==> config.mk <==
export PLATFORM = sky130hd
export DESIGN_NAME = ifetch_prefetch
export DESIGN_NICKNAME = d
export VERILOG_FILES = /design/src/rtl/ifetch_prefetch.sv
export SDC_FILE = /design/constraint.sdc
export NUM_CORES = 1
export LEC_CHECK = 0
export ABC_AREA = 1
export BUFFER_PORTS_ARGS = -buffer_cell sky130_fd_sc_hd__buf_2
export CAP_MARGIN = 20
export CORE_UTILIZATION = 45
export CTS_BUF_LIST = sky130_fd_sc_hd__clkbuf_8
export DETAILED_ROUTE_END_ITERATION = 8
export HOLD_SLACK_MARGIN = 0.06
export MAX_ROUTING_LAYER = met4
export REMOVE_ABC_BUFFERS = 1
export SLEW_MARGIN = 20
export SYNTH_ARGS = -nofsm -noshare
export SYNTH_HDL_FRONTEND = slang
export SYNTH_SLANG_ARGS = --single-unit
==> constraint.sdc <==
create_clock -name i_clk -period 6.15 [get_ports i_clk]
set_input_delay 0.615 -clock i_clk [delete_from_list [all_inputs] [get_ports i_clk]]
set_output_delay 0.615 -clock i_clk [all_outputs]
set_load 0.01 [all_outputs]
==> src/rtl/ifetch_prefetch.sv <==
// ---------------------------------------------------------------------------
// ifetch_prefetch
//
// Instruction-fetch front end sitting between instruction memory and the core
// fetch port. A small FIFO holds sequential {address, instruction} pairs that
// were fetched ahead of the core. The core PC is looked up combinationally
// against the two oldest entries, so a hit returns the instruction in the same
// cycle. The FIFO is refilled over a req/gnt/rvalid bus that allows only one
// request in flight. A PC that misses and is not already being fetched is
// treated as a redirect: the FIFO is flushed and fetching restarts at that PC.
//
// Ports
//   i_clk         clock, all state changes on the rising edge
//   i_rst         synchronous, active-low reset
//   i_pc          core program counter to look up
//   o_instr       instruction for i_pc (zero when not valid)
//   o_ifValid     o_instr holds the instruction for i_pc this cycle
//   o_imemReq     bus request, registered, held until granted
//   o_imemAddr    bus word address, registered, bits [1:0] always zero
//   i_imemGnt     request accepted this cycle
//   i_imemRvalid  response data valid this cycle
//   i_imemRdata   response instruction word
// ---------------------------------------------------------------------------
module ifetch_prefetch #(
   parameter int              XLEN     = 32,
   parameter int              DEPTH    = 2,
   parameter logic [XLEN-1:0] PC_START = '0
) (
   input  logic            i_clk,
   input  logic            i_rst,
   input  logic [XLEN-1:0] i_pc,
   output logic [31:0]     o_instr,
   output logic            o_ifValid,
   output logic            o_imemReq,
   output logic [XLEN-1:0] o_imemAddr,
   input  logic            i_imemGnt,
   input  logic            i_imemRvalid,
   input  logic [31:0]     i_imemRdata
);

   localparam int WW = XLEN - 2;
   localparam int CW = $clog2(DEPTH + 1);
   localparam int AW = $clog2(DEPTH);

   typedef enum logic [1:0] {
      IDLE = 2'd0,
      REQ  = 2'd1,
      WAIT = 2'd2
   } fetchStateT;

   fetchStateT    state;
   fetchStateT    stateNext;

   logic [WW-1:0] pcWord;
   logic [WW-1:0] busWord;
   logic [WW-1:0] fetchWord;
   logic [WW-1:0] fetchWordNext;
   logic [CW-1:0] count;
   logic [CW-1:0] countBase;
   logic [CW-1:0] countNext;
   logic          drop;
   logic          dropNext;
   logic          hit0;
   logic          hit1;
   logic          pop;
   logic          miss;
   logic          pending;
   logic          redirect;
   logic          rspValid;
   logic          accept;
   logic          spaceNext;
   logic          issue;
   logic          unusedPcBits;

   logic [WW-1:0] entryWord [DEPTH];
   logic [WW-1:0] nextWord  [DEPTH];
   logic [31:0]   entryData [DEPTH];
   logic [31:0]   nextData  [DEPTH];

   // Everything works on word addresses, so +1 on a word address is the
   // +4 byte step and wraps naturally at the top of the address space.
   assign pcWord       = i_pc[XLEN-1:2];
   assign busWord      = o_imemAddr[XLEN-1:2];
   assign unusedPcBits = &{1'b0, i_pc[1:0]};

   // Classify the current PC: hit on the head, hit on the second entry
   // (which retires the head), a miss on an address already being fetched
   // (just flush and wait for it), or a redirect to somewhere new. Also works
   // out how the FIFO occupancy and the fetch pointer move this cycle.
   always_comb begin
      hit0          = (count != '0) && (entryWord[0] == pcWord);
      hit1          = (count >= CW'(2)) && (entryWord[1] == pcWord);
      pop           = hit1 && !hit0;
      miss          = !(hit0 || hit1);
      pending       = miss && (((state != IDLE) && !drop && (busWord == pcWord)) ||
                               ((state == IDLE) && (fetchWord == pcWord)));
      redirect      = miss && !pending;
      rspValid      = (state == WAIT) && i_imemRvalid;
      accept        = rspValid && !drop && !redirect;
      countBase     = miss ? '0 : (pop ? count - CW'(1) : count);
      countNext     = countBase + CW'(accept);
      spaceNext     = countNext < CW'(DEPTH);
      fetchWordNext = redirect ? pcWord : fetchWord;
   end

   // The drop flag marks the one response still owed by the bus as stale.
   // A response that lands in the same cycle as the redirect is already
   // discarded directly, so the flag is only armed when that response is
   // still to come; otherwise it would throw away the refetch of the target.
   always_comb begin
      dropNext = drop;
      if (rspValid) begin
         dropNext = 1'b0;
      end
      if (redirect && ((state == REQ) || ((state == WAIT) && !i_imemRvalid))) begin
         dropNext = 1'b1;
      end
   end

   // Bus state register.
   always_ff @(posedge i_clk) begin
      if (!i_rst) begin
         state <= IDLE;
      end else begin
         state <= stateNext;
      end
   end

   // Bus sequencing. A new request is only launched when the FIFO will
   // still have room for its response, so a response can always be pushed.
   always_comb begin
      stateNext = state;
      issue     = 1'b0;
      case (state)
         IDLE: begin
            if (spaceNext) begin
               stateNext = REQ;
               issue     = 1'b1;
            end
         end
         REQ: begin
            if (i_imemGnt) begin
               stateNext = WAIT;
            end
         end
         WAIT: begin
            if (i_imemRvalid) begin
               if (spaceNext) begin
                  stateNext = REQ;
                  issue     = 1'b1;
               end else begin
                  stateNext = IDLE;
               end
            end
         end
         default: begin
            stateNext = IDLE;
         end
      endcase
   end

   // Core-facing outputs come straight from the hit compare so a hit is
   // returned in the same cycle the PC is presented.
   always_comb begin
      o_ifValid = hit0 || hit1;
      if (hit0) begin
         o_instr = entryData[0];
      end else if (hit1) begin
         o_instr = entryData[1];
      end else begin
         o_instr = 32'h0;
      end
   end

   // Control registers and the bus request. The request address only moves
   // when a new request is launched, so it stays stable until granted even
   // if the core redirects in the meantime.
   always_ff @(posedge i_clk) begin
      if (!i_rst) begin
         count      <= '0;
         drop       <= 1'b0;
         fetchWord  <= PC_START[XLEN-1:2];
         o_imemReq  <= 1'b0;
         o_imemAddr <= '0;
      end else begin
         count     <= countNext;
         drop      <= dropNext;
         o_imemReq <= (stateNext == REQ);
         if (issue) begin
            o_imemAddr <= {fetchWordNext, 2'b00};
            fetchWord  <= fetchWordNext + WW'(1);
         end else begin
            fetchWord  <= fetchWordNext;
         end
      end
   end

   // FIFO payload: shift down on a pop, then write the response at the
   // first free slot after that shift (or after a flush, at slot 0).
   always_comb begin
      nextWord = entryWord;
      nextData = entryData;
      if (pop) begin
         for (int i = 0; i < DEPTH - 1; i++) begin
            nextWord[i] = entryWord[i+1];
            nextData[i] = entryData[i+1];
         end
      end
      if (accept) begin
         nextWord[countBase[AW-1:0]] = busWord;
         nextData[countBase[AW-1:0]] = i_imemRdata;
      end
   end

   // Payload storage needs no reset; entries beyond count are never looked at.
   always_ff @(posedge i_clk) begin
      entryWord <= nextWord;
      entryData <= nextData;
   end

endmodule

# [Yosys cells after proc, flatten, opt, wreduce, memory -nomap -nowiden]
# Index checks and enable logic that the tools add are counted.
[classes] eq_ne=7 n_mux=26 n_reduce_logical=27 n_addsub=3 bitwise=1 n_lt_le_gt_ge=4
[ops] op="2-to-1 mux 32 bit" n=4
[ops] op="== test 30 bit" n=4
[ops] op="2-to-1 mux 30 bit" n=4
[ops] op="bitwise mux 64 bit" n=1
[ops] op="2-to-1 mux 64 bit" n=1
[ops] op="bitwise mux 60 bit" n=1
[ops] op="2-to-1 mux 60 bit" n=1
[ops] op="demux 32 bit (select 1 bit)" n=1
[ops] op="adder 30 x 1 -> 30 bit, second input constant" n=1
[ops] op="demux 30 bit (select 1 bit)" n=1
[ops] op="logical AND 1 bit" n=14
[ops] op="2-to-1 mux 2 bit" n=5
[ops] op="zero test 1 bit" n=6
[ops] op="case mux 2 bit (3 select lines)" n=1
[ops] op="nonzero test 2 bit" n=3
[ops] op="2-to-1 mux 1 bit" n=5
[ops] op="== test 2 x 1 -> 1 bit, second input constant" n=2
[ops] op=">= comparator 2 bit, second input constant" n=2
[ops] op="logical OR 1 bit" n=3
[ops] op="adder 2 x 1 -> 2 bit" n=1
[ops] op="== test 2 bit, second input constant" n=1
[ops] op="zero test 2 bit" n=1
[ops] op="less-than comparator 2 x 1 -> 1 bit, second input constant" n=1
[ops] op="less-than comparator 2 bit, second input constant" n=1
[ops] op="3 further kinds" n=3
[word_totals] ff_bits=190 output_inout_bits=66

# [Depth between registers and ports, before layout]
# Gate-level depths: netlist of run 1.
[depth] depth_word=15 mapped_depth=27 mapped_depth_nobuf=26

# [Worst setup path before layout of run 1]
# Ideal clock, no wire load.
[synth_timing] path_type="in2reg" start="input i_pc[6]" end="register fetchWord[10]" slack_ns=1.388 cell_stages=22 arrival_ns=4.635 setup_ns=0.127 n_path_buf=2 path_cell_list="buf_4 inv_2 nand2_1 nand2_1 nor2_1 nand2_1 nor2_1 nand2_1 nor2_2 nor2_8 nand2_8 buf_6 inv_2 nor3_1 ha_1 nand2_1 a21boi_2 nand2_1 nor2_1 inv_1 nor3_1 a21oi_1"
[synth_via] elab_chain_len=15
[synth_lines] item="start, declared" line="31" rtl="input logic [XLEN-1:0] i_pc,"
[synth_lines] item="== test 30 bit (on tied branches)" line="91, 92"
[synth_lines] item="logical AND 1 bit (on tied branches)" line="91, 92"
[synth_lines] item="logical OR 1 bit" line="94" rtl="miss = !(hit0 || hit1);"
[synth_lines] item="zero test 1 bit" line="94"
[synth_lines] item="logical AND 1 bit" line="95" rtl="pending = miss && (((state != IDLE) && !drop && (busWord == pcWord)) ||"
[synth_lines] item="zero test 1 bit" line="97" rtl="redirect = miss && !pending;"
[synth_lines] item="logical AND 1 bit *" line="97"
[synth_lines] item="zero test 1 bit *" line="99" rtl="accept = rspValid && !drop && !redirect;"
[synth_lines] item="logical AND 1 bit *" line="99"
[synth_lines] item="named net accept" line="70" rtl="logic accept;"
[synth_lines] item="adder 2 x 1 -> 2 bit *" line="101" rtl="countNext = countBase + CW'(accept);"
[synth_lines] item="less-than comparator 2 bit *" line="102" rtl="spaceNext = countNext < CW'(DEPTH);"
[synth_lines] item="2-to-1 mux 1 bit *" line="136, 148"
[synth_lines] item="2-to-1 mux 1 bit" line="147" rtl="if (i_imemRvalid) begin"
[synth_lines] item="case mux 1 bit (2 select lines) *" line="134" rtl="case (state)"
[synth_lines] item="2-to-1 mux 30 bit *" line="189" rtl="if (issue) begin"
[synth_lines] item="end signal, assigned" line="182" rtl="fetchWord <= PC_START[XLEN-1:2];"
[synth_lines] item="end signal, assigned" line="191" rtl="fetchWord <= fetchWordNext + WW'(1);"
[synth_lines] item="end signal, assigned" line="193" rtl="fetchWord <= fetchWordNext;"
[synth_lines] item="end, declared" line="56" rtl="logic [WW-1:0] fetchWord;"
# Mark *: on every way through the listed nets, which the timed path passes. The rest lies on a longest branch.
# A chain may end at the register's enable or synchronous reset.

# [Final worst setup path of run 1]
[layout_timing] start="register count[0]" end="output o_instr[10]"
[layout_via] elab_chain_len=4
[layout_lines] item="start, declared" line="58" rtl="logic [CW-1:0] count;"
[layout_lines] item="start signal, assigned" line="186" rtl="count <= countNext;"
[layout_lines] item=">= comparator 2 bit" line="92" rtl="hit1 = (count >= CW'(2)) && (entryWord[1] == pcWord);"
[layout_lines] item="logical AND 1 bit" line="92"
[layout_lines] item="2-to-1 mux 32 bit" line="168" rtl="end else if (hit1) begin"
[layout_lines] item="2-to-1 mux 32 bit *" line="166" rtl="if (hit0) begin"
[layout_lines] item="end, declared" line="32" rtl="output logic [31:0] o_instr,"
# Every way passes the cells marked *; elsewhere a longest branch is shown, timed or not.

==> results by group, run 1 <==
Run status
  – Status: finished with violations
  – Failing checks: design-rule violations

Final layout
  – Most frequent cells in the layout: nand2_1, inv_1, nor2_1, o21ai_0, buf_2
  – Fill cells: ~2.5k
  – Area of the multi-input gates: 5090 sq um
  – Util after Layout: 0.513
  – Share of post-route cells with drive strength above 1: 0.124
  – Most common cell after layout, fill and taps aside: nand2_1
  – Nets: 1838
  – FF/Latch Area: 4420 sq um
  – Final instance count without filler cells: 2098
  – Area growth, synth to finish: 12.3%
  – ANT cells: 0

Power and ir drop
  – Cell Pwr Density: 211 nW/um^2
  – Leakage: ~5.7 nW
  – Worst VDD drop: 0.000125 V
  – Clock power frac: 0.336
  – Switching part of the total: 0.303
  – Combinational fraction of design power: 0.129
  – Sequential fraction of design power: 0.536
  – Psw: 0.000767 W
  – Internal cell power: 0.00177 W

Routing
  – DRT iter0 DRCs: 858
  – Post-Route WL: 31500 um
  – Final ANT Viol Nets: 0
  – Total iterations of the first detailed-routing run: 7
  – Via-to-Cell Ratio: about 4.9
  – DRC Markers: 1
  – Wire length per cell: 15.0 um
  – Total number of vias: 10.4k

Clocking
  – Clock Tree Root: clkbuf_8
  – Inserted Clock Buffers: 17
  – Post-CTS Setup Bufs: 0
  – Hold buffers post-CTS: 0
  – Clk_lat worst skew: 0.49 ns
  – Clock transition at path regs: between 0.1 and 0.15 ns
  – Num Clock Sinks: 190
  – H-tree depth: 4
  – CTS tree: yes
  – Post-CTS sizing: 0
  – Clock tree buffer depth: 2

Critical path
  – CP most frequent cell: nand2_1
  – Data required, critical path: between 5 and 6 ns
  – CP Buf/Inv Count: 6
  – Max stage delay on crit path: 0.51 ns
  – Worst Setup End Kind: output port
  – Worst Reg-to-Reg Cells: 23
  – Crit-path max FO: 63
  – Cell family with most CP delay: buffers and inverters
  – Worst path arrival time: 3.65 ns
  – Slowest CP cell: buf_4
  – CP Launch Type: flip-flop
  – Crit-path cells: inv_1 -> ha_1 -> inv_1 -> nand2_1 -> nor2_1 -> nand2_1 -> nor2_1 -> nand2_1 -> nor2_8 -> buf_4 -> inv_2 -> nand4_1 -> buf_4 -> o21ai_0 -> buf_2
  – Critical path class: flip-flop to output port
  – Crit path depth: 15

Global routing
  – Gr ovfl total: 0
  – Global-route wire length before repair: 48400 um
  – Number of global-route vias before repair: 9116
  – Initial antenna violation count: 0
  – Pin count of the biggest net entering global routing: 75
  – GRT Total Usage: 0.270

Synth
  – EDFF count, synth: between 60 and 70
  – Cell Area, Synth: about 11000 sq um
  – Adder-Cell Fraction of Synth Area: 0.00468
  – Complex-gate fraction of the synthesized area: 0.135
  – Synth warn: 0
  – Largest family of logic cells by synthesized area: simple AND/OR/NAND/NOR gates
  – Multiplexer share of the synthesized area: 0
  – Post-synth top flop: dfxtp_1
  – Register area share after synthesis: 0.414
  – Async set-reset flop share out of synthesis: 0
  – Yosys cell types: 38
  – Avg Cell Area, Syn: 6.45 sq um
  – Synth Area in Simple Gates: 0.324
  – Flops & latches, synth: 190
  – XOR/XNOR share of the synthesized area: 0.0107
  – Cell count after synthesis: 1657

STA
  – Worst slew margin: 0.360
  – Final setup violation count: 0
  – Clock Skew: 0.0188 ns
  – Min Tclk post-route: roughly 4.3 ns
  – RSZ-0062 raised after global routing: false
  – Least-Margin Pin Slew: between 0.9 and 1 ns
  – Setup TNS: 0 ns
  – Final period util: 0.693
  – Final hold vios: 0
  – Final Max Tran Viols: 0
  – Fmax achieved: 0.234 GHz

Floorplan
  – Die W: 156 um
  – Floorplan row count: 56
  – Die Ht: about 160 um
  – I/O Pins: between 100 and 150
  – Initial Util: 0.457
  – Full die area: 24400 sq um
  – Core Box Area: 23400 sq um

Place
  – Final HPWL DP: 23100 um
  – Placed cell count: approximately 2.1k
  – Final GP Congestion: between 0.9 and 1
  – Port Buffer Count: between 100 and 150

Worst hold path
  – HP Class: input port to flip-flop
  – Worst hold stages: 1

Flow run
  – Max-cap viol count: 0
[power by group through the flow]
stage               sequential [W]  clock [W]  combinational (W)
CTS                        0.00136   0.000875           0.000324
detailed placement         0.00139          0           0.000322
finish                     0.00136   0.000851           0.000327
floorplan                  0.00139          0           0.000173
global route               0.00136   0.000916           0.000363
global placement           0.00139          0           0.000321
[kinds of logic (layout without fill, tap and decap cells)]
| group | Yosys count | after routing |
|---|---|---|
| AOI/OAI and AO/OA | 284 | 284 |
| xor gates and xnor gates | 13 | 13 |
| adders and majority gates | 4 | 4 |
| buffers and inverters | 303 | 424 |
| DFF | 190 | 190 |
| other | 1 | 2 |
| and+or+nand+nor | 862 | 862 |
[final cells by class]
| class | count | share of cell area |
|---|---|---|
| clock inverter | 15 | 0.0136 |
| inverter | 248 | 0.0776 |
| tap | 319 | 0.0333 |
| timing repair buffer | 144 | 0.0632 |
| sequential | 190 | 0.369 |
| clock buffer | 17 | 0.0195 |
| multi-input combinational | 1165 | 0.424 |
[cells in the mapped netlist, types with 8 or more instances]
master	count	area share
o21ai_1	9	0.0042
a21oi_1	111	0.052
clkbuf_1	34	0.012
nor4_1	12	0.0070
o21ai_0	157	0.074
inv_1	217	0.076
xnor2_1	8	0.0066
nor2_1	216	0.076
nand3_1	41	0.019
nor3_1	11	0.0052
edfxtp_1	62	0.17
inv_2	30	0.011
nand2_1	557	0.20
buf_2	8	0.0037
dfxtp_1	128	0.24
[metal layers]
layer | wire length, um | GRT usage | up-vias
li1 | - | - | 5384
met1 | 14500 | 0.349 | 4646
met2 | 14600 | 0.442 | 316
met3 | 1870 | 0.0328 | 34
met4 | 600 | 0.0789 | 0
met5 | 0 | - | -
[final timing paths]
kind | start | to | slack (ns)
worst min-delay path | i_imemRdata[11] | flip-flop | 0.30
worst max register to register | count[0] | fetchWord[14] | 1.97
worst min register to register | o_imemAddr[6] | flip-flop | 0.48
worst max-delay path | count[0] | o_instr[10] | 1.89
[through the flow]
step	instance area (sq um)	total power (W)	setup slack, ns	hold WS (ns)
6_report	12000	0.00254	1.89	0.303
3_5_place_dp	11600	0.00171	1.75	0.460
5_1_grt	12000	0.00264	1.60	0.280
3_3_place_gp	11600	0.00171	1.79	0.455
4_1_cts	12000	0.00256	1.87	0.286
2_1_floorplan	10400	0.00156	0.429	0.499
Note: power is estimated with default switching activity, not from simulation.
==> inputs of run 2 (changes only) <==
--- a/config.mk
+++ b/config.mk
@@ -13,6 +13,7 @@
 export DETAILED_ROUTE_END_ITERATION = 8
 export HOLD_SLACK_MARGIN = 0.06
 export MAX_ROUTING_LAYER = met4
+export PLACE_DENSITY = 0.67
 export REMOVE_ABC_BUFFERS = 1
 export SLEW_MARGIN = 20
 export SYNTH_ARGS = -nofsm -noshare
==> constraint.sdc (replaced) <==
create_clock -name i_clk -period 3.55 [get_ports i_clk]
set_input_delay 0.355 -clock i_clk [delete_from_list [all_inputs] [get_ports i_clk]]
set_output_delay 0.355 -clock i_clk [all_outputs]
set_load 0.01 [all_outputs]
==> run 2 against run 1 <==
Via count grew 4.3%. Critical path depth grew 7. Routed wire length grew 6.0%. First-iteration DRC count shrank 4.3%. Clock power grew 63%. Sequential power grew 73%. The run still ends with design-rule violations left. Worst hold slack lost 0.23 ns. Non-clock buffer count grew 115. Cell count grew 5.5%. Sequential cell count is the same. Core utilization grew 4.1 points. Register-to-register slack lost 1.7 ns. Largest power group unchanged.
==> results by group, run 2 (same netlist as run 1, synthesis figures left out) <==
Critical path
  – Max stage delay on crit path: 0.34 ns
  – Critical path class: flip-flop to flip-flop
  – Crit-path cells: xnor2_1 -> buf_4 -> nand3_1 -> nor2_1 -> nand2_1 -> nor2_8 -> nor2_8 -> nand2_8 -> inv_2 -> nor3_1 -> buf_4 -> ha_4 -> inv_1 -> nand3_1 -> nand2_1 -> nand2_2 -> buf_4 -> nor2_1 -> nand4_1 -> nand2_1 -> nor2_1 -> buf_4
  – CP Launch Type: flip-flop
  – Cell family with most CP delay: simple AND/OR/NAND/NOR gates
  – Slowest CP cell: dfxtp_1
  – Crit-path max FO: 10
  – CP most frequent cell: buf_4
  – Data required, critical path: 3.98 ns
  – Worst Setup End Kind: flip-flop
  – CP Buf/Inv Count: 6
  – Worst path arrival time: approximately 3.7 ns

Place
  – Pre-CTS setup slack: 0.130 ns
  – Port Buffer Count: 129
  – Final GP Congestion: about 0.99
  – Final HPWL DP: 25300 um

Power and ir drop
  – Worst VDD drop: 0.000220 V
  – Leakage: 6.26 nW
  – Cell Pwr Density: 339 nW/um^2

Clocking
  – Clock transition at path regs: 0.11 ns
  – Post-CTS Setup Bufs: 0
  – H-tree depth: 4
  – Clock Tree Root: clkbuf_8
  – CTS tree: yes
  – Clock tree buffer depth: 2
  – Inserted Clock Buffers: 17
  – Clk_lat worst skew: 0.49 ns
  – Num Clock Sinks: 190

Run status
  – Status: finished with violations
  – Failing checks: design-rule violations

Routing
  – Wire length per cell: 15.1 um
  – Post-Route WL: 33400 um
  – DRT iter0 DRCs: between 800 and 900
  – Total number of vias: 10.8k
  – Total iterations of the first detailed-routing run: 7
  – Via-to-Cell Ratio: between 4 and 5
  – Final ANT Viol Nets: 0
  – DRC Markers: 1

STA
  – Final period util: 0.925
  – Worst slew margin: 0.448
  – Least-Margin Pin Slew: 0.828 ns
  – Min Tclk post-route: 3.28 ns
  – Fmax achieved: 0.304 GHz
  – Clock Skew: 0.0195 ns
  – Final WS setup: 0.266 ns
  – Setup TNS: 0 ns
  – Final setup violation count: 0
  – Final hold vios: 0
  – RSZ-0062 raised after global routing: false
  – Final Max Tran Viols: 0

Final layout
  – Share of post-route cells with drive strength above 1: 0.163
  – Most frequent cells in the layout: nand2_1, inv_1, nor2_1, o21ai_0, buf_2
  – ANT cells: 0
  – Most common cell after layout, fill and taps aside: nand2_1
  – Nets: a little under 2k
  – Area growth, synth to finish: 21.3%

Flow run
  – Max-cap viol count: 0

Floorplan
  – Core Box Area: between 20000 and 25000 sq um
  – Floorplan row count: 56
  – Full die area: 24400 sq um
  – Die W: 156 um
  – Initial Util: 0.457
  – I/O Pins: 134
  – Die Ht: 156 um

Global routing
  – Initial antenna violation count: 0
  – GRT Total Usage: 0.287
  – Gr ovfl total: 0
  – Pin count of the biggest net entering global routing: 89
  – Global-route wire length before repair: about 51000 um
  – Number of global-route vias before repair: between 9k and 10k

Worst hold path
  – HP Class: input port to flip-flop
[run 2: power breakdown]
part | leakage (nW) | switching, W | internal [W]
clock | 0.190 | 0.000879 | 0.000510
sequential | 1.61 | 0.0000525 | 0.00230
combinational | 4.46 | 0.000410 | 0.000246
total | 6.26 | 0.00134 | 0.00306
[run 2: timing repair]
item / in CTS / in global routing
hold buffers: 29 / 0
setup endpoints to repair: 0 / 1
gates resized for setup: 0 / 1
endpoints found under the hold margin: 29 / 0
[run 2: layer usage]
layer | global-route usage | vias to the layer above | share of wire
met3 | 0.0456 | 62 | 0.058
met2 | 0.478 | 304 | 0.47
met5 | - | - | 0
met1 | 0.352 | 4847 | 0.45
li1 | - | 5609 | -
met4 | 0.100 | 0 | 0.029
[run 2: stage by stage]
step                      std cells   util  total power, W  cell area [sq um]  hold WS, ns
after floorplan                1603      -         0.00271              10400        0.448
after global placement         2152  0.526         0.00302              12300        0.461
after detailed placement       2152  0.526         0.00303              12300        0.467
after CTS                      2213  0.553         0.00443              13000       0.0635
after global routing           2213  0.554         0.00458              13000       0.0671
final                          2213  0.554         0.00440              13000       0.0718
[run 2: final cells by class]
| class | instances | area [sq um] |
|---|---|---|
| clock buffer | 17 | 234 |
| tap | 319 | 399 |
| multi-input combinational | 1165 | 5100 |
| inverter | 248 | 931 |
| fill | 2408 | 10400 |
| timing repair buffer | 259 | 1740 |
| sequential | 190 | 4420 |
| clock inverter | 15 | 128 |
[run 2: path summary, 6_finish.rpt]
check | startpoint | to | slack [ns] | depth (start not counted)
max | entryWord[34] | fetchWord[19] | 0.27 | 22
min | i_imemRdata[19] | flip-flop | 0.07 | 1
max reg2reg | entryWord[34] | fetchWord[19] | 0.27 | 22
min reg2reg | o_imemAddr[5] | flip-flop | 0.49 | 0
[run 2: worst reg2reg max path, cell delays in order, from the launching register on]
cell and delay, ns:
dfxtp_1 0.34, xnor2_1 0.16, buf_4 0.15, nand3_1 0.11
nor2_1 0.26, nand2_1 0.20, nor2_8 0.20, nor2_8 0.07
nand2_8 0.10, inv_2 0.04, nor3_1 0.12, buf_4 0.14
ha_4 0.14, inv_1 0.04, nand3_1 0.10, nand2_1 0.09
nand2_2 0.24, buf_4 0.25, nor2_1 0.07, nand4_1 0.08
nand2_1 0.05, nor2_1 0.16, buf_4 0.13
==> inputs of run 3 (changes only) <==
--- a/config.mk
+++ b/config.mk
@@ -6,15 +6,16 @@
 export NUM_CORES = 1
 export LEC_CHECK = 0
 export ABC_AREA = 1
-export BUFFER_PORTS_ARGS = -buffer_cell sky130_fd_sc_hd__buf_2
+export BUFFER_PORTS_ARGS = -buffer_cell sky130_fd_sc_hd__buf_4
 export CAP_MARGIN = 20
-export CORE_UTILIZATION = 45
+export CORE_UTILIZATION = 55
 export CTS_BUF_LIST = sky130_fd_sc_hd__clkbuf_8
 export DETAILED_ROUTE_END_ITERATION = 8
 export HOLD_SLACK_MARGIN = 0.06
 export MAX_ROUTING_LAYER = met4
-export PLACE_DENSITY = 0.67
+export PLACE_DENSITY = 0.79
 export REMOVE_ABC_BUFFERS = 1
+export SETUP_SLACK_MARGIN = 0.1
 export SLEW_MARGIN = 20
 export SYNTH_ARGS = -nofsm -noshare
 export SYNTH_HDL_FRONTEND = slang
==> run 3 against run 2 <==
The run now ends clean. Core utilization grew 13 points. Clock power about the same. Worst setup slack better by 0.043 ns. Clock skew down 0.0030 ns. Combinational power increased by 2%. Worst hold slack gained 0.074 ns. Via count grew 0.27%. Largest power group unchanged.
==> results by group, run 3 (same netlist as run 1, synthesis figures left out) <==
STA
  – Final Max Tran Viols: 0
  – RSZ-0062 raised after global routing: true
  – Setup TNS: 0 ns
  – Least-Margin Pin Slew: 0.942 ns
  – Final period util: 0.913
  – Min Tclk post-route: roughly 3.2 ns
  – Final hold vios: 0
  – Final setup violation count: 0
  – Fmax achieved: 0.309 GHz
  – Clock Skew: 0.0165 ns
  – Worst slew margin: 0.372
  – Final WS setup: 0.309 ns

Clocking
  – Clock Tree Root: clkbuf_8
  – H-tree depth: 4
  – Clock tree buffer depth: 2
  – Num Clock Sinks: 190
  – CTS tree: yes
  – Inserted Clock Buffers: 17
  – Clk_lat worst skew: 0.48 ns
  – Clock transition at path regs: roughly 0.10 ns

Critical path
  – Critical path capture point: o_instr[16]
  – CP Launch Type: flip-flop
  – Critical path class: flip-flop to output port
  – Worst Setup End Kind: output port
  – Crit-path max FO: 46
  – Critical Path Start: count[0]
  – Worst Reg-to-Reg Cells: 22
  – FF-to-FF End: fetchWord[28]
  – Setup slack, reg-to-reg: 0.36 ns
  – Worst path arrival time: 2.89 ns
  – Reg-to-Reg Start: o_imemAddr[23]
  – Data required, critical path: 3.19 ns

Run status
  – Status: finished clean

Final layout
  – Nets: 1909
  – Share of post-route cells with drive strength above 1: 0.147
  – Most frequent cells in the layout: nand2_1, inv_1, nor2_1, buf_4, o21ai_0
  – Most common cell after layout, fill and taps aside: nand2_1
  – ANT cells: 0
  – Util after Layout: 0.688
  – Area growth, synth to finish: 21.7%

Global routing
  – Number of global-route vias before repair: 9682
  – Global-route wire length before repair: a little over 50000 um
  – Pin count of the biggest net entering global routing: 69
  – GRT Total Usage: 0.341
  – Initial antenna violation count: 0
  – Gr ovfl total: 0

Routing
  – Post-Route WL: 32600 um
  – Wire length per cell: approximately 15 um
  – Via-to-Cell Ratio: 5.14
  – Total iterations of the first detailed-routing run: 5
  – DRT iter0 DRCs: roughly 1.1k
  – DRC Markers: 0
  – Final ANT Viol Nets: 0
  – Total number of vias: approximately 11k

Power and ir drop
  – Leakage: 6.14 nW
  – Worst VDD drop: 0.000233 V
  – Pwr Total: about 0.0044 W
  – Cell Pwr Density: 340 nW/um^2

Floorplan
  – Core Box Area: ~19000 sq um
  – I/O Pins: 134
  – Die Ht: 141 um
  – Floorplan row count: 50
  – Die W: 141 um
  – Full die area: approximately 20000 sq um
  – Initial Util: 0.566

Worst hold path
  – HP Class: input port to flip-flop

Place
  – Pre-CTS setup slack: between 0.07 and 0.08 ns
  – Final HPWL DP: between 20000 and 25000 um
  – Final GP Congestion: 0.976
  – Port Buffer Count: 129

Flow run
  – Max-cap viol count: 0
run 3: cell type report:
type | instances | area (sq um)
well taps | 260 | 325
inverters | 248 | 931
flip-flops and latches | 190 | 4430
clock buffers | 18 | 248
clock inverters | 14 | 126
multi-input cells | 1165 | 5140
fillers | 1698 | 5890
repair buffers | 215 | 1800
run 3: stage by stage:
step,hold slack [ns],cells,cell area (sq um)
after detailed placement,0.474,2043,12200
after global placement,0.468,2043,12200
final,0.146,2110,13000
after CTS,0.129,2108,12900
after floorplan,0.448,1603,10400
after global routing,0.124,2110,13000
run 3: report_power, final:
| group | total, W | internal [W] | switching [W] |
|---|---|---|---|
| Sequential | 0.00236 | 0.00230 | 0.0000538 |
| Clock | 0.00140 | 0.000529 | 0.000866 |
| Combinational | 0.000667 | 0.000265 | 0.000402 |
| Total | 0.00442 | 0.00310 | 0.00132 |
run 3: critical path: stages, from the launching register on:
cell     delay, ns
dfxtp_2       0.35
inv_1         0.06
ha_1          0.19
inv_1         0.10
nand2_1       0.06
nor2_1        0.13
nand2_1       0.11
nor2_4        0.15
nand2_2       0.10
nor2_8        0.17
inv_2         0.09
nand4_1       0.29
buf_12        0.27
o21ai_0       0.14
buf_4         0.17
run 3: worst min path at each step:
| stage | startpoint | end | slack (ns) | cells past startpoint |
|---|---|---|---|---|
| global placement | o_imemAddr[28] | flip-flop | 0.47 | 0 |
| CTS | i_imemGnt | state[1] | 0.13 | 3 |
| finish | i_imemGnt | state[1] | 0.15 | 3 |
| global route | i_imemGnt | state[1] | 0.12 | 3 |
| detailed placement | o_imemAddr[3] | flip-flop | 0.47 | 0 |
| floorplan | i_rst | count[0] | 0.45 | 2 |
run 3: routing by layer:
metal / vias up / share of wire / track usage
li1: 5522 / - / -
met1: 4854 / 0.43 / 0.434
met5: - / 0 / -
met4: 0 / 0.037 / 0.132
met2: 409 / 0.46 / 0.546
met3: 66 / 0.073 / 0.0523
run 3: repair_timing:
action,4_1_cts,5_1_grt
endpoints found under the hold margin,32,0
hold buffers,32,0
setup buffers,0,2
endpoints found under the setup margin,13,110
pin swaps,0,3
gates resized for setup,2,15
cloned,1,0
